## config.mk

```make
export PLATFORM = sky130hd
export DESIGN_NAME = multicycle_ctrl
export DESIGN_NICKNAME = d
export VERILOG_FILES = /design/src/rtl/alu_ctrl_pkg.sv /design/src/rtl/alu_ctrl_decode.sv /design/src/rtl/multicycle_ctrl.sv
export SDC_FILE = /design/constraint.sdc
export NUM_CORES = 1
export LEC_CHECK = 0
export BUFFER_PORTS_ARGS = -buffer_cell sky130_fd_sc_hd__buf_2
export CAP_MARGIN = 5
export CORE_ASPECT_RATIO = 1.5
export CORE_MARGIN = 5
export CORE_UTILIZATION = 34
export CTS_CLUSTER_SIZE = 16
export DETAILED_ROUTE_END_ITERATION = 8
export PLACE_DENSITY_LB_ADDON = 0.2
export SLEW_MARGIN = 25
export SYNTH_ARGS = -nofsm -noshare
export SYNTH_HDL_FRONTEND = slang
export SYNTH_SLANG_ARGS = --single-unit
```

## constraint.sdc

```tcl
create_clock -name clk -period 1.5 [get_ports clk]
set_input_delay 0.075 -clock clk [delete_from_list [all_inputs] [get_ports clk]]
set_output_delay 0.075 -clock clk [all_outputs]
set_load 0.01 [all_outputs]
```

## src/rtl/alu_ctrl_pkg.sv

```systemverilog
// Shared encodings for the RV32I multi-cycle controller: FSM states, opcodes,
// AluControl values and datapath mux selects.
package alu_ctrl_pkg;

    typedef enum logic [3:0] {
        ST_RST      = 4'd0,
        ST_FETCH    = 4'd1,
        ST_DECODE   = 4'd2,
        ST_EXEC     = 4'd3,
        ST_MEM_ADDR = 4'd4,
        ST_MEM_RD   = 4'd5,
        ST_MEM_WR   = 4'd6,
        ST_LOAD_WB  = 4'd7,
        ST_ALU_WB   = 4'd8,
        ST_BR_RES   = 4'd9,
        ST_JUMP     = 4'd10
    } state_e;

    localparam logic [6:0] OP_R      = 7'b0110011;
    localparam logic [6:0] OP_I      = 7'b0010011;
    localparam logic [6:0] OP_LOAD   = 7'b0000011;
    localparam logic [6:0] OP_STORE  = 7'b0100011;
    localparam logic [6:0] OP_BRANCH = 7'b1100011;
    localparam logic [6:0] OP_JAL    = 7'b1101111;
    localparam logic [6:0] OP_JALR   = 7'b1100111;
    localparam logic [6:0] OP_LUI    = 7'b0110111;
    localparam logic [6:0] OP_AUIPC  = 7'b0010111;

    localparam logic [3:0] ALU_ADD = 4'b0000;
    localparam logic [3:0] ALU_SUB = 4'b1000;
    localparam logic [3:0] ALU_SRL = 4'b0101;
    localparam logic [3:0] ALU_SRA = 4'b1101;

    localparam logic [1:0] SRCA_PC   = 2'd0;
    localparam logic [1:0] SRCA_RS1  = 2'd1;
    localparam logic [1:0] SRCB_RS2  = 2'd0;
    localparam logic [1:0] SRCB_IMM  = 2'd1;
    localparam logic [1:0] SRCB_FOUR = 2'd2;

    localparam logic RES_ALU      = 1'b0;
    localparam logic RES_MEM      = 1'b1;
    localparam logic ADR_PC       = 1'b0;
    localparam logic ADR_ALUOUT   = 1'b1;
    localparam logic PCSRC_RESULT = 1'b0;
    localparam logic PCSRC_ALUOUT = 1'b1;

    // Complete set of controller outputs, built per state and zero by default.
    typedef struct packed {
        logic [6:0] opcode;
        logic [3:0] alu_ctrl;
        logic [1:0] srca_sel;
        logic [1:0] srcb_sel;
        logic       pc_src;
        logic       pc_write;
        logic       ir_write;
        logic       reg_write;
        logic       result_src;
        logic       mem_req;
        logic       mem_we;
        logic       adr_src;
        logic       illegal_instr;
    } ctrl_t;

endpackage

```

## src/rtl/alu_ctrl_decode.sv

```systemverilog
// Combinational AluControl decoder: maps opcode/funct3/funct7[5] to the ALU
// operation and flags encodings the controller cannot execute.
module alu_ctrl_decode
    import alu_ctrl_pkg::*;
(
    input  logic [6:0] opcode,
    input  logic [2:0] funct3,
    input  logic       funct7_5,
    output logic [3:0] alu_ctrl,
    output logic       legal
);

    always_comb begin
        // NOTE: every output gets a value before the case so no path infers a latch.
        alu_ctrl = ALU_ADD;
        legal    = 1'b1;
        case (opcode)
            OP_R, OP_I: begin
                case (funct3)
                    3'b000:  alu_ctrl = (opcode == OP_R && funct7_5) ? ALU_SUB : ALU_ADD;
                    3'b101:  alu_ctrl = funct7_5 ? ALU_SRA : ALU_SRL;
                    default: alu_ctrl = {1'b0, funct3};
                endcase
            end
            OP_BRANCH: begin
                alu_ctrl = {1'b1, funct3};
                // funct3 010/011 have no RV32I branch meaning
                legal    = (funct3[2:1] != 2'b01);
            end
            OP_LOAD, OP_STORE, OP_JAL, OP_JALR, OP_LUI, OP_AUIPC: begin
                alu_ctrl = ALU_ADD;
            end
            default: legal = 1'b0;
        endcase
    end

endmodule

```

## src/rtl/multicycle_ctrl.sv

```systemverilog
// Multi-cycle RV32I control FSM: sequences fetch/decode/execute/memory/writeback
// and drives the registered ALU, PC, register file and memory-port controls.
module multicycle_ctrl
    import alu_ctrl_pkg::*;
(
    input  logic        clk,
    input  logic        reset_n,
    input  logic [31:0] instr,
    input  logic        cond_chk,
    input  logic        mem_ready,
    output logic [6:0]  opcode_o,
    output logic [3:0]  alu_ctrl,
    output logic [1:0]  srca_sel,
    output logic [1:0]  srcb_sel,
    output logic        pc_src,
    output logic        pc_write,
    output logic        ir_write,
    output logic        reg_write,
    output logic        result_src,
    output logic        mem_req,
    output logic        mem_we,
    output logic        adr_src,
    output logic        illegal_instr,
    output logic [3:0]  state_o
);

    state_e     state_q, state_d;
    ctrl_t      ctrl;
    logic [6:0] opc;
    logic [3:0] dec_alu_ctrl;
    logic       dec_legal;
    logic       unused_instr_bits;

    assign opc               = instr[6:0];
    assign unused_instr_bits = ^{instr[31], instr[29:15], instr[11:7]};

    alu_ctrl_decode u_decode (
        .opcode   (opc),
        .funct3   (instr[14:12]),
        .funct7_5 (instr[30]),
        .alu_ctrl (dec_alu_ctrl),
        .legal    (dec_legal)
    );

    always_ff @(posedge clk or negedge reset_n) begin
        // NOTE: non-blocking assignment keeps every flop sampling pre-edge values.
        if (!reset_n) state_q <= ST_RST;
        else          state_q <= state_d;
    end

    always_comb begin
        state_d = state_q;
        ctrl    = '0;
        if (state_q != ST_RST) ctrl.opcode = opc;

        case (state_q)
            ST_RST: state_d = ST_FETCH;

            ST_FETCH: begin
                ctrl.opcode  = OP_R;
                ctrl.mem_req = 1'b1;
                ctrl.adr_src = ADR_PC;
                if (mem_ready) begin
                    ctrl.ir_write = 1'b1;
                    state_d       = ST_DECODE;
                end
            end

            ST_DECODE: begin
                ctrl.opcode   = OP_R;
                ctrl.srca_sel = SRCA_PC;
                ctrl.srcb_sel = (opc == OP_BRANCH) ? SRCB_IMM : SRCB_FOUR;
                ctrl.alu_ctrl = ALU_ADD;
                state_d       = ST_EXEC;
            end

            ST_EXEC: begin
                if (!dec_legal) begin
                    // Illegal branches re-fetch from the same PC; other illegal opcodes skip ahead.
                    ctrl.illegal_instr = 1'b1;
                    ctrl.pc_write      = (opc != OP_BRANCH);
                    state_d            = ST_FETCH;
                end else begin
                    case (opc)
                        OP_R, OP_I: begin
                            ctrl.srca_sel = SRCA_RS1;
                            ctrl.srcb_sel = (opc == OP_R) ? SRCB_RS2 : SRCB_IMM;
                            ctrl.alu_ctrl = dec_alu_ctrl;
                            ctrl.pc_write = 1'b1;
                            state_d       = ST_ALU_WB;
                        end
                        OP_LUI: begin
                            ctrl.srcb_sel = SRCB_IMM;
                            ctrl.pc_write = 1'b1;
                            state_d       = ST_ALU_WB;
                        end
                        OP_AUIPC: begin
                            ctrl.srca_sel = SRCA_PC;
                            ctrl.srcb_sel = SRCB_IMM;
                            ctrl.pc_write = 1'b1;
                            state_d       = ST_ALU_WB;
                        end
                        OP_LOAD, OP_STORE: begin
                            ctrl.srca_sel = SRCA_RS1;
                            ctrl.srcb_sel = SRCB_IMM;
                            ctrl.alu_ctrl = ALU_ADD;
                            ctrl.pc_write = 1'b1;
                            state_d       = ST_MEM_ADDR;
                        end
                        OP_BRANCH: begin
                            ctrl.srca_sel = SRCA_RS1;
                            ctrl.srcb_sel = SRCB_RS2;
                            ctrl.alu_ctrl = dec_alu_ctrl;
                            state_d       = ST_BR_RES;
                        end
                        OP_JAL, OP_JALR: begin
                            // AluResult still holds PC+4 from DECODE for the link write.
                            ctrl.reg_write  = 1'b1;
                            ctrl.result_src = RES_ALU;
                            ctrl.srca_sel   = (opc == OP_JALR) ? SRCA_RS1 : SRCA_PC;
                            ctrl.srcb_sel   = SRCB_IMM;
                            state_d         = ST_JUMP;
                        end
                        default: begin
                            ctrl.illegal_instr = 1'b1;
                            ctrl.pc_write      = 1'b1;
                            state_d            = ST_FETCH;
                        end
                    endcase
                end
            end

            ST_MEM_ADDR: begin
                ctrl.srca_sel = SRCA_RS1;
                ctrl.srcb_sel = SRCB_IMM;
                ctrl.alu_ctrl = ALU_ADD;
                state_d       = (opc == OP_LOAD) ? ST_MEM_RD : ST_MEM_WR;
            end

            ST_MEM_RD, ST_MEM_WR: begin
                ctrl.srca_sel = SRCA_RS1;
                ctrl.srcb_sel = SRCB_IMM;
                ctrl.alu_ctrl = ALU_ADD;
                ctrl.mem_req  = 1'b1;
                ctrl.adr_src  = ADR_ALUOUT;
                ctrl.mem_we   = (state_q == ST_MEM_WR);
                if (mem_ready) state_d = (state_q == ST_MEM_RD) ? ST_LOAD_WB : ST_FETCH;
            end

            ST_LOAD_WB: begin
                ctrl.reg_write  = 1'b1;
                ctrl.result_src = RES_MEM;
                state_d         = ST_FETCH;
            end

            ST_ALU_WB: begin
                ctrl.reg_write  = 1'b1;
                ctrl.result_src = RES_ALU;
                state_d         = ST_FETCH;
            end

            ST_BR_RES: begin
                if (cond_chk) begin
                    ctrl.pc_write = 1'b1;
                    ctrl.pc_src   = PCSRC_ALUOUT;
                    state_d       = ST_FETCH;
                end else begin
                    ctrl.srca_sel = SRCA_PC;
                    ctrl.srcb_sel = SRCB_FOUR;
                    ctrl.alu_ctrl = ALU_ADD;
                    state_d       = ST_JUMP;
                end
            end

            ST_JUMP: begin
                ctrl.pc_write = 1'b1;
                ctrl.pc_src   = PCSRC_RESULT;
                state_d       = ST_FETCH;
            end

            default: state_d = ST_RST;
        endcase
    end

    assign opcode_o      = ctrl.opcode;
    assign alu_ctrl      = ctrl.alu_ctrl;
    assign srca_sel      = ctrl.srca_sel;
    assign srcb_sel      = ctrl.srcb_sel;
    assign pc_src        = ctrl.pc_src;
    assign pc_write      = ctrl.pc_write;
    assign ir_write      = ctrl.ir_write;
    assign reg_write     = ctrl.reg_write;
    assign result_src    = ctrl.result_src;
    assign mem_req       = ctrl.mem_req;
    assign mem_we        = ctrl.mem_we;
    assign adr_src       = ctrl.adr_src;
    assign illegal_instr = ctrl.illegal_instr;
    assign state_o       = state_q;

endmodule

```

# Word level (Yosys, flattened, before mapping)
# Index checks and enable logic that the tools add are counted.
[word_totals] regBits=4 in_bits=36 wordCells=85
[op_classes] n_reduce_logical=20 n_eq_ne=24 muxes=40
[ops] cell="$mux 4" count=8
[ops] cell="$pmux 8 s4" count=1
[ops] cell="$pmux 4 s7" count=1
[ops] cell="$eq 7x6->1 const B" count=3
[ops] cell="$eq 7x7->1 const B" count=3
[ops] cell="$eq 4x3->1 const B" count=4
[ops] cell="$pmux 4 s4" count=1
[ops] cell="$eq 7x5->1 const B" count=2
[ops] cell="$mux 7" count=2
[ops] cell="$mux 1" count=13
[ops] cell="$eq 4x4->1 const B" count=3
[ops] cell="$mux 2" count=6
[ops] cell="$reduce_or 3->1" count=4
[ops] cell="$reduce_or 2->1" count=5
[ops] cell="$reduce_or 9->1" count=1
[ops] cell="$eq 4x2->1 const B" count=2
[ops] cell="$mux 8" count=1
[ops] cell="$pmux 4 s2" count=1
[ops] cell="$reduce_or 4->1" count=2
[ops] cell="$reduce_or 8->1" count=1
[ops] cell="$eq 7x2->1 const B" count=1
[ops] cell="$ne 7x7->1 const B" count=1
[ops] cell="$pmux 1 s2" count=3
[ops] cell="$pmux 2 s3" count=1
[ops] cell="13 further kinds" count=14

# Depth between registers and ports, before layout
# Gate-level depths: netlist (run 1).
[depth] word_depth=8 ltp_mapped=6 ltp_nobuf=5

# Hierarchy
# A second synthesis (run 1) with hierarchy kept.
[unflattened] hier_cells=124 area_unflattened_um2=855.8
[by_module_without_submodules] mod="multicycle_ctrl" area_each_um2=723.2 cells_each=106 n_inst=1
[by_module_without_submodules] mod="alu_ctrl_decode" area_each_um2=132.6 cells_each=18 n_inst=1

# Least setup slack after synthesis (run 1)
# No wires, ideal clock.
[synth_timing] path_type="reg-to-output" startpoint="register state_q[1], in the netlist state_o[1]" endpoint="output alu_ctrl[0]" path_buffers=1 path_stages_with_launch=7 setup_slack_ps=-248 arrival_ps=1673 cell_sequence="dfrtp_1 > buf_2 > nand2_1 > nor3_1 > nand2_1 > a211o_1 > nor3b_1"
[synth_via] elab_chain_len=3 elab_cells_between_ends=8 cone_classes="eq/ne: 6; mux: 1; reduce/logical: 1"
[synth_rtl] element="start: declaration" line_no="multicycle_ctrl.sv:27" source="state_e state_q, state_d;"
[synth_rtl] element="start signal: assignment" line_no="multicycle_ctrl.sv:48" source="else state_q <= state_d;"
[synth_rtl] element="$eq 4x3->1" line_no="multicycle_ctrl.sv:56" source="case (state_q)"
[synth_rtl] element="$reduce_or 3->1 (no source line)"
[synth_rtl] element="$pmux 8 s4 (*)" line_no="multicycle_ctrl.sv:56"
[synth_rtl] element="end: declaration" line_no="multicycle_ctrl.sv:12" source="output logic [3:0] alu_ctrl,"
# Mark *: on every way between the ends. The rest lies on a longest branch, timed or not.

# Final worst setup path (run 1)
# Same ends and word-level chain as after synthesis.

==> out/qor.csv, run 1 <==
stage;metric;value;unit
status;run status;finished with violations;
job;Max Cap Viol;0;
drt;drt via density;5.46;
grt;initial antenna violation count;0;
synth;Area contributors post-synth;dfrtp_1 (13%), nor2_1 (13%), nand2_1 (8.5%), a21oi_1 (6.0%), o21ai_0 (6.0%);
synth;Ys Warns;0;
clocking;# H-tree levels;1;
grt;vias in the first global route;1113;
placement;Area after DPL;1120;um^2
grt;total gr overflow;0;
synth;sequential area share after synthesis;13.3;%
sta;RSZ-0062 raised after global routing;true;
synth;syn_area_per_cell;6.03;um^2
final_layout;layout cells sized above 1;56.2;%
sta;Final Hold Fails;0;
sta;Final Max Slew Viols;0;
drt;via count;1184;
drt;DRT Pass-1 Iters;4;
setup_path;Max FO, Critical Path;5;
clocking;# clock sinks;4;
synth;Cells after Synth;125;
drt;final WL;3160;um
floorplanning;Die X;48.4;um
placement;Cell Count Post-Placement;202;
pwr;Leak;0.670;nW
final_layout;post-route cell area;1430;um^2
synth;cell taking the most area after synthesis;dfrtp_1;
drt;Starting DRT DRC Count;17;
floorplanning;die height;67.6;um
status;failing checks;negative setup slack;
grt;first-pass GRT wire length;4710;um
placement;final RePlAce weighted congestion;0.916;
min_path;hold crit path type;input port to flop;
final_layout;fin cells;217;
sta;clk_skew;0.00101;ns
final_layout;final net count;232;
final_layout;max reg flops;4;
floorplanning;Initial Utilization;34.5;%
final_layout;Layout fillers;195;
pwr;PD cells;1320;nW/um^2
sta;Fmax;591;MHz
grt;total track usage;17.6;%
floorplanning;area of the die;3280;um^2
clocking;Clk pin slew, worst setup/hold paths;0.04;ns
synth;top-area cell type share of the netlist area;13.3;%
synth;post-synthesis cell type count;34;
clocking;CTS Buffer Depth;2;
sta;fin crit period;1.69;ns
clocking;Worst-Skew Late Latency;0.24;ns
clocking;CTS tree;yes;
drt;Routed WL per cell;14.5;um
grt;largest net degree at the start of global routing;12;
drt;DRC viols;0;
setup_path;CP required;1.42;ns
setup_path;CP endpoint kind;primary output;
placement;post-place setup slack;-0.132;ns
floorplanning;# rows;21;
synth;Syn Std Cell Area;753;um^2
synth;Yosys reg bits;4;
floorplanning;Top Ports;64;
setup_path;Setup crit start kind;flop;
drt;Post-DRT Antenna Nets;0;
sta;final worst path period share;113;%
sta;final critical-path setup slack;-0.192;ns
final_layout;Diodes inserted;0;
clocking;Num CTS Buffers;3;
pwr;Peak VDD IR;0.529;mV
setup_path;WP data arrival;1.62;ns
sta;endpoints failing setup;17;
placement;number of port buffers;41;
final_layout;Layout area overhead;89.7;%
clocking;CTS root buf;clkbuf_4;
synth;Syn Nets;161;
placement;Detail Placement HPWL;2240;um
floorplanning;Core Region;2180;um^2
setup_path;worst setup path category;flop to primary output;
## layer usage
layer / global-route usage (%) / up-vias / part of all wire [%]
met3: 1.55 / 4 / 4.4
met4: 4.15 / 0 / 1.1
li1: - / 585 / -
met5: 0 / - / 0
met2: 35.6 / 42 / 57
met1: 19.1 / 553 / 38
## cells in the final DEF, fill, tap and decap left out, types with 2 or more instances in the layout
| cell type | Yosys | routed |
|---|---|---|
| and2_1 | 2 | 2 |
| nor2_2 | 0 | 2 |
| nor2b_1 | 7 | 6 |
| a21oi_2 | 0 | 4 |
| nand2_1 | 17 | 14 |
| o211ai_1 | 2 | 2 |
| nand2b_1 | 6 | 3 |
| nor2_1 | 26 | 22 |
| a21oi_1 | 9 | 5 |
| nand2_2 | 0 | 2 |
| a211oi_1 | 3 | 2 |
| nand2b_4 | 0 | 3 |
| o32ai_1 | 3 | 2 |
| nand3_1 | 3 | 3 |
| buf_8 | 0 | 2 |
| buf_2 | 1 | 41 |
| dfrtp_2 | 0 | 3 |
| o21ai_0 | 9 | 7 |
| nor3_4 | 0 | 2 |
| clkbuf_4 | 0 | 3 |
| nor2_4 | 0 | 2 |
| a31oi_1 | 3 | 3 |
| buf_4 | 2 | 23 |
| buf_6 | 0 | 6 |
| nor3b_2 | 0 | 2 |
## synth_stat cells
| cell type | instances |
|---|---|
| o21bai_1 | 1 |
| a21oi_1 | 9 |
| dfrtp_1 | 4 |
| conb_1 | 1 |
| nor2_1 | 26 |
| nor3b_1 | 2 |
| nand4b_1 | 1 |
| o211ai_1 | 2 |
| mux2i_1 | 1 |
| a32oi_1 | 1 |
| o32ai_1 | 3 |
| buf_1 | 1 |
| a21bo_2 | 1 |
| nand2_1 | 17 |
| inv_1 | 3 |
| o21ai_0 | 9 |
| nor2b_1 | 7 |
| and2_1 | 2 |
| buf_2 | 1 |
| o21ba_1 | 1 |
| a211o_1 | 2 |
| buf_4 | 2 |
| clkbuf_1 | 3 |
| and3b_1 | 1 |
| a211oi_1 | 3 |
| or2_2 | 1 |
| and4bb_2 | 1 |
| nand2b_1 | 6 |
| nor3_1 | 3 |
| nor4b_1 | 1 |
| nor4_1 | 2 |
| a22o_1 | 1 |
| nand3_1 | 3 |
| a31oi_1 | 3 |
## stage by stage
| stage | utilization [%] | total power [mW] | TNS (ns) | hold WS (ns) |
|---|---|---|---|---|
| after global routing | 65.5 | 2.02 | -3.21 | 0.108 |
| final | 65.5 | 1.89 | -1.79 | 0.107 |
| after global placement | 51.3 | 1.26 | -0.247 | -0.119 |
| after CTS | 56.6 | 1.56 | -1.07 | 0.0989 |
| after floorplan | - | 0.786 | -0.0197 | -0.221 |
| after detailed placement | 51.3 | 1.27 | -0.402 | -0.115 |
## final timing paths
path                            startpoint           to  slack [ns]  cells after the start
worst max-delay path            state_o[1]  alu_ctrl[0]       -0.19                      6
worst min-delay path              cond_chk   state_o[3]        0.11                      2
worst max register to register  state_o[0]   state_o[0]       -0.07                      8
worst min register to register  state_o[3]   state_o[2]        0.69                      2
max in group asynchronous          reset_n   state_o[3]        1.20                      2
min in group asynchronous          reset_n   state_o[1]        0.17                      2
## cell families (layout without fill, tap and decap cells)
family / Yosys count / count (layout) / synth area share (%)
compound gates: 36 / 36 / 31.2
buf+inv: 10 / 79 / 6.14
flops: 4 / 4 / 13.3
mux: 1 / 1 / 1.33
other cells: 1 / 1 / 0.498
simple gates: 73 / 73 / 47.5
## where the power goes
part | leakage [nW] | switching (mW) | internal [mW]
sequential | 0.0463 | 0.0404 | 0.140
combinational | 0.610 | 0.804 | 0.765
clock | 0.0138 | 0.0501 | 0.0899
## worst max-delay path: stages (launching register included)
cell	delay, ns
dfrtp_2	0.41
nand2_2	0.10
nor3_4	0.15
nand2_1	0.10
a211o_4	0.31
nor3b_2	0.17
buf_2	0.14
## area by class of cell
type / instances / area [um^2] / share of cell area [%]
Timing Repair Buffer: 73 / 485 / 34.0
Multi-Input combinational cell: 111 / 771 / 53.9
Inverter: 3 / 17.5 / 1.23
Tap cell: 23 / 28.8 / 2.01
Clock buffer: 3 / 22.5 / 1.58
Sequential cell: 4 / 104 / 7.27
## repair_timing
action,4_1_cts,5_1_grt
setup endpoints to repair,18,23
hold endpoints to repair,4,0
gates resized for setup,13,35
hold buffers,1,0
pin swaps,2,9
buffers inserted,5,8
Note: power is estimated with default switching activity, not from simulation.
==> run 2, diff against run 1 <==
--- a/config.mk
+++ b/config.mk
@@ -13,6 +13,7 @@
 export CTS_CLUSTER_SIZE = 16
 export DETAILED_ROUTE_END_ITERATION = 8
 export PLACE_DENSITY_LB_ADDON = 0.2
+export RECOVER_POWER = 50
 export SLEW_MARGIN = 25
 export SYNTH_ARGS = -nofsm -noshare
 export SYNTH_HDL_FRONTEND = slang
==> constraint.sdc (replaced) <==
create_clock -name clk -period 1.5 [get_ports clk]
set_input_delay 0.3 -clock clk [delete_from_list [all_inputs] [get_ports clk]]
set_output_delay 0.3 -clock clk [all_outputs]
set_load 0.01 [all_outputs]
==> out/qor.csv, run 2 (synthesized netlist as in run 1, its figures left out) <==
stage;metric;value;unit;change
placement;number of port buffers;41;;unchanged
final_layout;max reg flops;4;;unchanged
placement;post-place setup slack;-0.605;ns;-0.473 ns
drt;DRT Pass-1 Iters;4;;unchanged
grt;vias in the first global route;1356;;+22%
clocking;Worst-Skew Late Latency;0.26;ns;+0.02 ns
sta;Final Max Slew Viols;0;;unchanged
sta;RSZ-0062 raised after global routing;true;;
clocking;CTS root buf;clkbuf_4;;
min_path;hold crit path type;input port to flop;;
pwr;Seq pwr share;7.8;%;-1.8 points
sta;fin crit period;2.01;ns;+0.316 ns
final_layout;layout cells sized above 1;61.2;%;+5.0 points
floorplanning;die height;67.6;um;unchanged
floorplanning;Core Region;2180;um^2;unchanged
setup_path;WP data arrival;1.71;ns;+0.09 ns
floorplanning;Initial Utilization;34.5;%;unchanged
clocking;CTS tree;yes;;
sta;setup_tns;-7.64;ns;-5.85 ns
grt;initial antenna violation count;0;;unchanged
sta;final worst path period share;134;%;+21 points
status;failing checks;negative setup slack;;
final_layout;most common cell after layout, fill and taps aside;buf_4;;
setup_path;worst setup path category;input port to primary output;;
drt;Post-DRT Antenna Nets;0;;unchanged
grt;largest net degree at the start of global routing;8;;-4
pwr;combinational share of power;85.4;%;+2.4 points
clocking;CTS Buffer Depth;2;;unchanged
clocking;Num CTS Buffers;3;;unchanged
drt;DR WL met2;2080;um;+16%
drt;drt via density;5.38;;-1.5%
clocking;# H-tree levels;1;;unchanged
floorplanning;Top Ports;64;;unchanged
grt;first-pass GRT wire length;5830;um;+24%
drt;WL met3;163;um;+18%
placement;final RePlAce weighted congestion;0.868;;-5.3%
final_layout;most frequent cells in the layout;buf_4 (39), buf_2 (38), nor2_1 (20);;
sta;Fmax;498;MHz;-16%
final_layout;fin util;78.4;%;+13 points
pwr;internal power;1.25;mW;+25%
grt;total track usage;22.4;%;+4.8 points
sta;clk_skew;0.00255;ns;+0.00154 ns
final_layout;Layout fillers;155;;-21%
placement;Area after DPL;1270;um^2;+13%
final_layout;Diodes inserted;0;;unchanged
clocking;# clock sinks;4;;unchanged
setup_path;CP endpoint kind;primary output;;
drt;final WL;3690;um;+17%
final_layout;Layout area overhead;127;%;
setup_path;CP required;1.20;ns;-0.22 ns
status;run status;finished with violations;;
sta;final critical-path setup slack;-0.508;ns;-0.316 ns
final_layout;final net count;257;;+11%
job;Max Cap Viol;0;;unchanged
drt;DR top layer;met4;;
setup_path;Setup crit start kind;input port;;
placement;Detail Placement HPWL;2460;um;+9.6%
drt;Routed WL per cell;15.2;um;+4.8%
clocking;Clk pin slew, worst setup/hold paths;0.04;ns;about the same
sta;endpoints failing setup;27;;+10
sta;Final Hold Fails;0;;unchanged
pwr;clock power share;6.8;%;-0.6 points
grt;total gr overflow;0;;unchanged
setup_path;Max FO, Critical Path;5;;unchanged
final_layout;post-route cell area;1710;um^2;+20%
drt;Starting DRT DRC Count;45;;+28
sta;hold_ws;0.335;ns;+0.228 ns
drt;via count;1301;;+9.9%
floorplanning;# rows;21;;unchanged
pwr;PD cells;1330;nW/um^2;+0.82%
drt;DRC viols;0;;unchanged
floorplanning;area of the die;3280;um^2;unchanged
pwr;Leak;0.825;nW;+23%
drt;wire length on met1;1290;um;+8.2%
pwr;Peak VDD IR;0.720;mV;+36%
pwr;Sw Pwr;1.03;mW;+15%
pwr;Net Sw Frac;45.3;%;-2.1 points
floorplanning;Die X;48.4;um;unchanged
-- run 2: changes by cell type in the layout (fill, tap and decap cells not counted), moves of 2 or more --
cell / before / now
dfrtp_1: 1 / 4
dfrtp_2: 3 / 0
buf_2: 41 / 38
nor2_1: 22 / 20
buf_6: 6 / 17
buf_4: 23 / 39
-- run 2: routing by layer --
layer	global-route usage (%)	up-vias
li1	-	634
met1	22.1	612
met2	44.1	42
met3	2.65	13
met4	12.8	0
met5	0	-
-- run 2: layout make-up --
type	instances	area (um^2)	area share [%]
Multi-Input combinational cell	111	821	48.0
Timing Repair Buffer	98	718	42.0
Sequential cell	4	100	5.86
Tap cell	23	28.8	1.68
Clock buffer	3	22.5	1.32
Inverter	3	18.8	1.10
-- run 2: stage by stage --
| step | power, mW | std cells |
|---|---|---|
| 6_report | 2.28 | 242 |
| 5_1_grt | 2.42 | 242 |
| 4_1_cts | 2.18 | 241 |
| 3_5_place_dp | 1.44 | 217 |
| 3_3_place_gp | 1.41 | 217 |
| 2_1_floorplan | 0.842 | 125 |
-- run 2: timing repair --
action | 4_1_cts | 5_1_grt
endpoints found under the setup margin | 24 | 27
hold buffers | 1 | 0
resized for setup | 51 | 14
buffers inserted | 20 | 5
endpoints found under the hold margin | 4 | 0
pin swaps | 20 | 11
-- run 2: worst paths after layout --
| check | startpoint | endpoint | slack [ns] | cells past startpoint |
|---|---|---|---|---|
| worst max-delay path | instr[4] | alu_ctrl[1] | -0.51 | 7 |
| worst min-delay path | cond_chk | state_o[3] | 0.33 | 2 |
| worst max register to register | state_o[1] | state_o[0] | -0.08 | 7 |
| worst min register to register | state_o[2] | state_o[1] | 0.68 | 2 |
| max in group asynchronous | reset_n | state_o[3] | 0.90 | 2 |
| min in group asynchronous | reset_n | state_o[1] | 0.41 | 2 |
-- run 2: power groups by stage --
stage | Clock (mW) | Sequential (mW) | Combinational [mW]
2_1_floorplan | 0 | 0.170 | 0.673
3_3_place_gp | 0 | 0.170 | 1.24
3_5_place_dp | 0 | 0.170 | 1.27
4_1_cts | 0.156 | 0.174 | 1.85
5_1_grt | 0.159 | 0.184 | 2.08
6_report | 0.155 | 0.179 | 1.95
-- run 2: critical path, stage by stage --
cell	delay [ns]
buf_8	0.10
and3b_1	0.22
o21ba_4	0.16
a211o_1	0.27
a211o_1	0.34
nor3b_2	0.17
buf_2	0.15
